File: config.mk
export PLATFORM = sky130hd
export DESIGN_NAME = cache_fill_ctrl
export DESIGN_NICKNAME = d
export VERILOG_FILES = /design/src/rtl/cache_fill_ctrl.sv
export SDC_FILE = /design/constraint.sdc
export NUM_CORES = 1
export LEC_CHECK = 0
export BUFFER_PORTS_ARGS = -buffer_cell sky130_fd_sc_hd__buf_2
export CAP_MARGIN = 20
export CORE_ASPECT_RATIO = 1.1
export CORE_UTILIZATION = 33
export CTS_CLUSTER_DIAMETER = 50
export DETAILED_ROUTE_END_ITERATION = 7
export PLACE_DENSITY_LB_ADDON = 0.25
export SYNTH_ARGS = -nofsm -noshare
export SYNTH_HDL_FRONTEND = slang
export SYNTH_SLANG_ARGS = --single-unit
File: constraint.sdc
create_clock -name clk -period 1.6 [get_ports clk]
set_input_delay 0 -clock clk [delete_from_list [all_inputs] [get_ports clk]]
set_output_delay 0 -clock clk [all_outputs]
set_load 0.01 [all_outputs]
File: src/rtl/cache_fill_ctrl.sv
// rtl/cache_fill_ctrl.sv - cache miss fill controller (optional CRITICAL_WORD_FIRST_EN)
module cache_fill_ctrl #(
    parameter int BLOCKS = 128,
    parameter int WORDS  = 8
) (
    input  logic              clk,
    input  logic              rst,
    input  logic              miss_detected,
    input  logic [15:0]       miss_address,
    input  logic              mem_data_valid,
    input  logic [15:0]       mem_data_out,
    output logic              fsm_busy,
    output logic              mem_read,
    output logic [15:0]       mem_address,
    output logic              write_data_array,
    output logic [BLOCKS-1:0] block_enable,
    output logic [WORDS-1:0]  word_enable,
`ifdef CRITICAL_WORD_FIRST_EN
    output logic              critical_word_ready,
`endif
    output logic [15:0]       data_out,
    output logic              write_tag_array
);
    localparam int IW = $clog2(BLOCKS);
    localparam int OW = $clog2(WORDS);
    localparam logic [OW-1:0] LAST = OW'(WORDS - 1);

    typedef enum logic [1:0] {IDLE, FILL, DONE} state_t;

    state_t        state;
    logic [OW-1:0] issue_cnt;
    logic          issue_done;
    logic [OW-1:0] rx_cnt;
    logic [15:0]   base;
    logic [OW-1:0] start;
    logic [OW-1:0] issue_word;
    logic [OW-1:0] rx_word;
    logic          in_fill;
    logic          unused_addr_bits;

    // Sequencer: latch the block base on a miss, count issued reads and returned words
    always_ff @(posedge clk or posedge rst) begin
        if (rst) begin
            state      <= IDLE;
            issue_cnt  <= '0;
            issue_done <= 1'b0;
            rx_cnt     <= '0;
            base       <= '0;
`ifdef CRITICAL_WORD_FIRST_EN
            start      <= '0;
`endif
        end else begin
            case (state)
                IDLE: begin
                    if (miss_detected) begin
                        base       <= {miss_address[15:OW+1], (OW+1)'(0)};
`ifdef CRITICAL_WORD_FIRST_EN
                        start      <= miss_address[OW:1];
`endif
                        issue_cnt  <= '0;
                        issue_done <= 1'b0;
                        rx_cnt     <= '0;
                        state      <= FILL;
                    end
                end
                FILL: begin
                    if (!issue_done) begin
                        if (issue_cnt == LAST) issue_done <= 1'b1;
                        else                   issue_cnt  <= issue_cnt + 1'b1;
                    end
                    if (mem_data_valid) begin
                        if (rx_cnt == LAST) state  <= DONE;
                        else                rx_cnt <= rx_cnt + 1'b1;
                    end
                end
                DONE:    state <= IDLE;
                default: state <= IDLE;
            endcase
        end
    end

`ifndef CRITICAL_WORD_FIRST_EN
    assign start = '0;
`endif

    // Word order wraps modulo WORDS from the start offset (zero unless critical word first)
    always_comb begin
        issue_word = start + issue_cnt;
        rx_word    = start + rx_cnt;
        in_fill    = (state == FILL);
    end

    // Stall, memory issue and data-array write controls
    always_comb begin
        fsm_busy         = (state == IDLE) ? (miss_detected && !rst) : 1'b1;
        mem_read         = in_fill && !issue_done;
        mem_address      = mem_read ? (base | (16'(issue_word) << 1)) : 16'h0000;
        write_data_array = in_fill && mem_data_valid;
        block_enable     = write_data_array ? (BLOCKS'(1) << base[IW+OW:OW+1]) : '0;
        word_enable      = write_data_array ? (WORDS'(1) << rx_word) : '0;
        data_out         = write_data_array ? mem_data_out : 16'h0000;
        write_tag_array  = (state == DONE);
`ifdef CRITICAL_WORD_FIRST_EN
        critical_word_ready = write_data_array && (rx_cnt == '0);
`endif
    end

    // Byte/offset address bits are dropped from the latched base on purpose
    assign unused_addr_bits = ^{miss_address[OW:0], base[OW:0]};

endmodule
* Word-level counts from Yosys, hierarchy flattened
Cells that the tools add are included.
Operators by class: equality and inequality tests 10, bitwise gates (word level) 1, reduce and logical (&&, ||, !) cells 12, add/subtract/negate cells 2, shift-type cells 2, muxes and demuxes 20
Operators by type and width (number):
- $mux W128 | 1
- $shl A1 B7 Y128 const A | 1
- $mux W16 | 2
- $or A16 B4 Y16 | 1
- $mux W3 | 5
- $pmux W3 S2 | 2
- $ne A2 B2 Y1 const B | 5
- $mux W8 | 1
- $reduce_and A4 Y1 | 2
- $shl A1 B3 Y8 const A | 1
- $add A3 B1 Y3 const B | 2
- $eq A3 B3 Y1 const B | 2
- $mux W2 | 3
- $mux W1 | 4
- $pmux W2 S2 | 1
- $reduce_and A2 Y1 | 2
- $logic_and A1 B1 Y1 | 3
- $reduce_and A3 Y1 | 1
- $eq A2 B1 Y1 const B | 1
- $eq A2 B2 Y1 const B | 1
- $logic_not A1 Y1 | 2
- $logic_not A2 Y1 | 1
- $ne A2 B1 Y1 const B | 1
- $pmux W1 S2 | 1
- $reduce_bool A2 Y1 | 1
Word-level totals: register bits after elaboration 21, logic and storage cells 52, input bits 36, output and inout port bits 172

* Depth between registers and ports, before layout
word-level depth 4, mapped depth 6, depth with buffers taken out 5

* Worst setup path before layout
No wires, ideal clock.
kind register to register, start point reg rx_cnt[0], end point reg rx_cnt[0], buffers on the path 0, cell stages (with the launch flop) 6, library setup time 125 ps, arrival time 1449 ps, required time 1475 ps, period minus slack after synthesis 1574 ps, setup slack 26 ps, cells stage by stage dfrtp_1 ha_1 ha_1 and4bb_2 nor2_1 mux2_2
On the way: cells in the longest elaborated chain, start to end 4, elaborated cells on any way between the ends 7, those cells by class add/sub (1); eq/ne (2); mux (3); reduce/logical (1)
RTL lines:
- from (decl) | line 33 | logic [OW-1:0] rx_cnt;
- from (signal assigned) | line 73 | else rx_cnt <= rx_cnt + 1'b1;
- $add A3 B1 Y3 | line 73
- $mux W3 | line 72 | if (rx_cnt == LAST) state <= DONE;
- $mux W3 | line 71 | if (mem_data_valid) begin
- $pmux W3 S2 | line 53 | case (state)
Several ways; a longest one is shown, not always the timed one. The select of a mux whose other input is x is not followed. A chain may end at the register's enable or synchronous reset.

* Worst setup path in the final report
start point reg state[1], end point out block_enable[85]
On the way: cells in the longest elaborated chain, start to end 3
RTL lines:
- from (decl) | line 30 | state_t state;
- from (signal assigned) | line 44 | state <= IDLE;
- from (signal assigned) | line 63 | state <= FILL;
- from (signal assigned) | line 72
- $eq A2 B1 Y1 | line 90 | in_fill = (state == FILL);
- $logic_and A1 B1 Y1 | line 98 | write_data_array = in_fill && mem_data_valid;
- $mux W128 | line 99 | block_enable = write_data_array ? (BLOCKS'(1) << base[IW+OW:OW+1]) : '0;
- to (decl) | line 16 | output logic [BLOCKS-1:0] block_enable,
No other way between the ends.

==> run_results.csv <==
group,metric,value,unit
run_status,status,"complete, but fails checks",
run_status,violations,"negative setup slack",
pwr,swShare,48.82,%
finish,antenna_cells,0,
finish,final_nets,599,
drt,drt_wl_total,8.286,mm
logic_synthesis,yosys_register_bits,21,
worst_setup_path,cp_max_fo,8,
drt,via_per_inst,4.691,
drt,dr_total_vias,2974,
floorplanning,placementRows,30,
logic_synthesis,synth_edf_count,0,
clock_network,clock_sinks,21,
logic_synthesis,yosys.area.top_type_share,24.72,%
logic_synthesis,synth_most_common_cell,"nor2_1",
worst_setup_path,r2r-start,"rx_cnt[0]$_DFFE_PP0P_",
grt,grt_max_degree,27,
clock_network,clockBufferDepth,2,
clock_network,cts-root-buf,"clkbuf_8",
logic_synthesis,syn_area_per_cell,6.541,sq um
pwr,vdd_ir_drop_max,1.251,mV
worst_setup_path,worstPathArrival,1630,ps
grt,grt_usage,22.00,%
logic_synthesis,async_flop_share,100.0,%
hold_path,worstHoldStart,"miss_detected",
floorplanning,die-area,0.006767,sq mm
timing,fin_crit_sh,102.0,%
worst_setup_path,required,1600,ps
pwr,p_per_area,1391,mW/mm^2
pwr,p_int,2670,uW
timing,setup_viol,3,
finish,area_delta_synth_final,76.46,%
timing,finalCriticalPeriod,1632,ps
job,cap_violations,0,
grt,grt-ovfl-total,0,
grt,grt_pass1_wl,12.15,mm
finish,layout.cells.non_filler,634,
timing,timing.final.ws_setup,-32.22,ps
floorplanning,core_area,0.006193,sq mm
logic_synthesis,yosysSeqAreaShare,24.72,%
timing,setup_tns,-51.41,ps
logic_synthesis,syn_area,0.002126,sq mm
place,port_buffers,202,
floorplanning,io_pins,208,
pwr,finalPower,5216,uW
timing,fmax,0.6127,GHz
place,gp_congestion,0.7225,
floorplanning,start_util,34.32,%
clock_network,htree_levels,1,
clock_network,cts_inserted_buffers,3,
finish,drive_gt1_share,54.51,%
worst_setup_path,setup.worst_path.start,"state[1]$_DFFE_PP0P_",
clock_network,clkTransAtPathRegs,80,ps
grt,antenna_found_initial,0,
drt,drcViolationCount,0,
logic_synthesis,synth_top_cell_by_area,"dfrtp_1",
place,placed_cells,604,
logic_synthesis,ys.flop_type,"dfrtp_1",
drt,drt_pass1_iterations,4,
place,detailed_place_hpwl,6.165,mm
grt,grt_pass1_vias,2506,
worst_setup_path,start_kind,"flip-flop",
floorplanning,die_h,86.18,microns
pwr,p_leak,0.002098,uW
pwr,clkPwrFrac,6.9,%
worst_setup_path,timing_worst_setup_path_type,"flip-flop to output port",
timing,maxSlewViolCount,0,
logic_synthesis,synth_area_leaders,"dfrtp_1 25%, nor2_1 24%, and2_1 10%, mux2_2 7.4%, ha_1 4.7%",
pwr,switching_power,2547,uW
timing,hold_viol_final,0,
logic_synthesis,ys.warnings.count,0,
hold_path,hp-class,"input port to flip-flop",
drt,dr.first_iter.drc_count,79,
clock_network,clkLatencyLatePin,270,ps
timing,finClkSkew,6.368,ps
floorplanning,die_w,78.53,microns
logic_synthesis,yosysUniqueCellTypes,28,
pwr,comb_power_share,71.0,%
drt,post_drt_wl_per_cell,13.07,microns
logic_synthesis,synthTopCellsByCount,"137 x nor2_1, 34 x and2_1, 24 x nand2_1",
logic_synthesis,synthCells,325,
timing,rsz0062_at_grt,"yes",
pwr,p_seq_share,22.1,%
drt,ant_nets,0,
worst_setup_path,worstSetupEndpointType,"output port",
worst_setup_path,r2r_slack,40,ps
logic_synthesis,synth_fp_nets,369,
clock_network,cts_tree,"built",
==> worst paths after layout <==
kind                                               to  cells past startpoint
worst max-delay path                 block_enable[85]                      4
worst min-delay path             state[0]$_DFFE_PP0P_                      3
worst max register to register  rx_cnt[0]$_DFFE_PP0P_                      5
worst min register to register   base[12]$_DFFE_PP0P_                      1
max in group asynchronous        state[0]$_DFFE_PP0P_                      4
min in group asynchronous         base[4]$_DFFE_PP0P_                      4
==> metal layers <==
metal	part of all wire [%]	vias up	GRT usage [%]
li1	-	1498	-
met1	41	1368	26.38
met2	53	104	42.13
met3	4.8	4	2.421
met4	0.49	0	3.872
met5	0	-	0
==> cells by family after synthesis <==
logic type      count (synthesis)  synth area share (%)
fa+ha+maj                       8                 4.709
other cells                     1                0.1764
compound gates                  8                 2.943
buf+inv                        26                 5.120
flops                          21                 24.72
simple gates                  247                 54.91
mux                            14                 7.416
==> power by group through the flow <==
stage | Clock, uW | Sequential [uW] | Combinational (uW)
2_1_floorplan | 0 | 944 | 2120
3_3_place_gp | 0 | 1100 | 2990
3_5_place_dp | 0 | 1130 | 3050
4_1_cts | 366 | 1150 | 3270
5_1_grt | 388 | 1210 | 4030
6_report | 359 | 1150 | 3700
==> sequential cells by signal (all words and copies together), names as in the netlist <==
signal / cells
rx_cnt: 3
issue_cnt: 3
issue_done: 1
base: 12
state: 2
==> metrics by stage <==
stage | utilization, % | worst slack [ps] | area [sq um] | hold slack (ps)
floorplan | - | 26.21 | 2126 | -14.47
global placement | 53.13 | 46.63 | 3291 | 101.7
detailed placement | 53.13 | 8.449 | 3291 | 104.2
CTS | 57.52 | -18.92 | 3562 | 36.06
global route | 60.57 | -98.91 | 3751 | 100.6
finish | 60.57 | -32.22 | 3751 | 82.61
==> layout make-up <==
type / count / area (sq um)
clock buffers: 4 / 45.04
fillers: 581 / 2442
inverters: 6 / 22.52
multi-input cells: 279 / 1663
flip-flops and latches: 21 / 534.3
well taps: 80 / 100.1
repair buffers: 244 / 1386
==> timing repair <==
action | in CTS | in global routing
endpoints found under the hold margin | 33 | 0
hold buffers | 13 | 0
setup buffers | 4 | 7
endpoints found under the setup margin | 152 | 159
resized for setup | 20 | 42
pin swaps | 3 | 14
gates cloned | 1 | 1
==> worst max-delay path: stages (launching register included) <==
cell,delay (ps)
dfrtp_2,470
and3b_2,350
nand2_1,200
nor2_1,190
buf_2,150
==> cells in the final DEF, fill, tap and decap left out, types with 2 or more instances in the layout <==
cell and count:
a21oi_1 2, dlygate4sd3_1 13, mux2_2 14, inv_1 5
nand3_1 9, nand3_2 6, ha_1 5, nor2_2 9
and2_1 34, nor3b_4 2, nor3b_2 3, nand4_1 5
nor2_1 128, nand2b_1 3, nor2b_2 4, nor2b_1 4
and3_1 7, nand2_2 8, buf_4 24, buf_6 4
dfrtp_1 14, ha_2 3, buf_2 201, nand2_4 2
a22o_1 4, dfrtp_2 7, clkbuf_8 3, nand2_1 14
and3b_2 3
No activity file was read; power rests on OpenSTA's default activity.
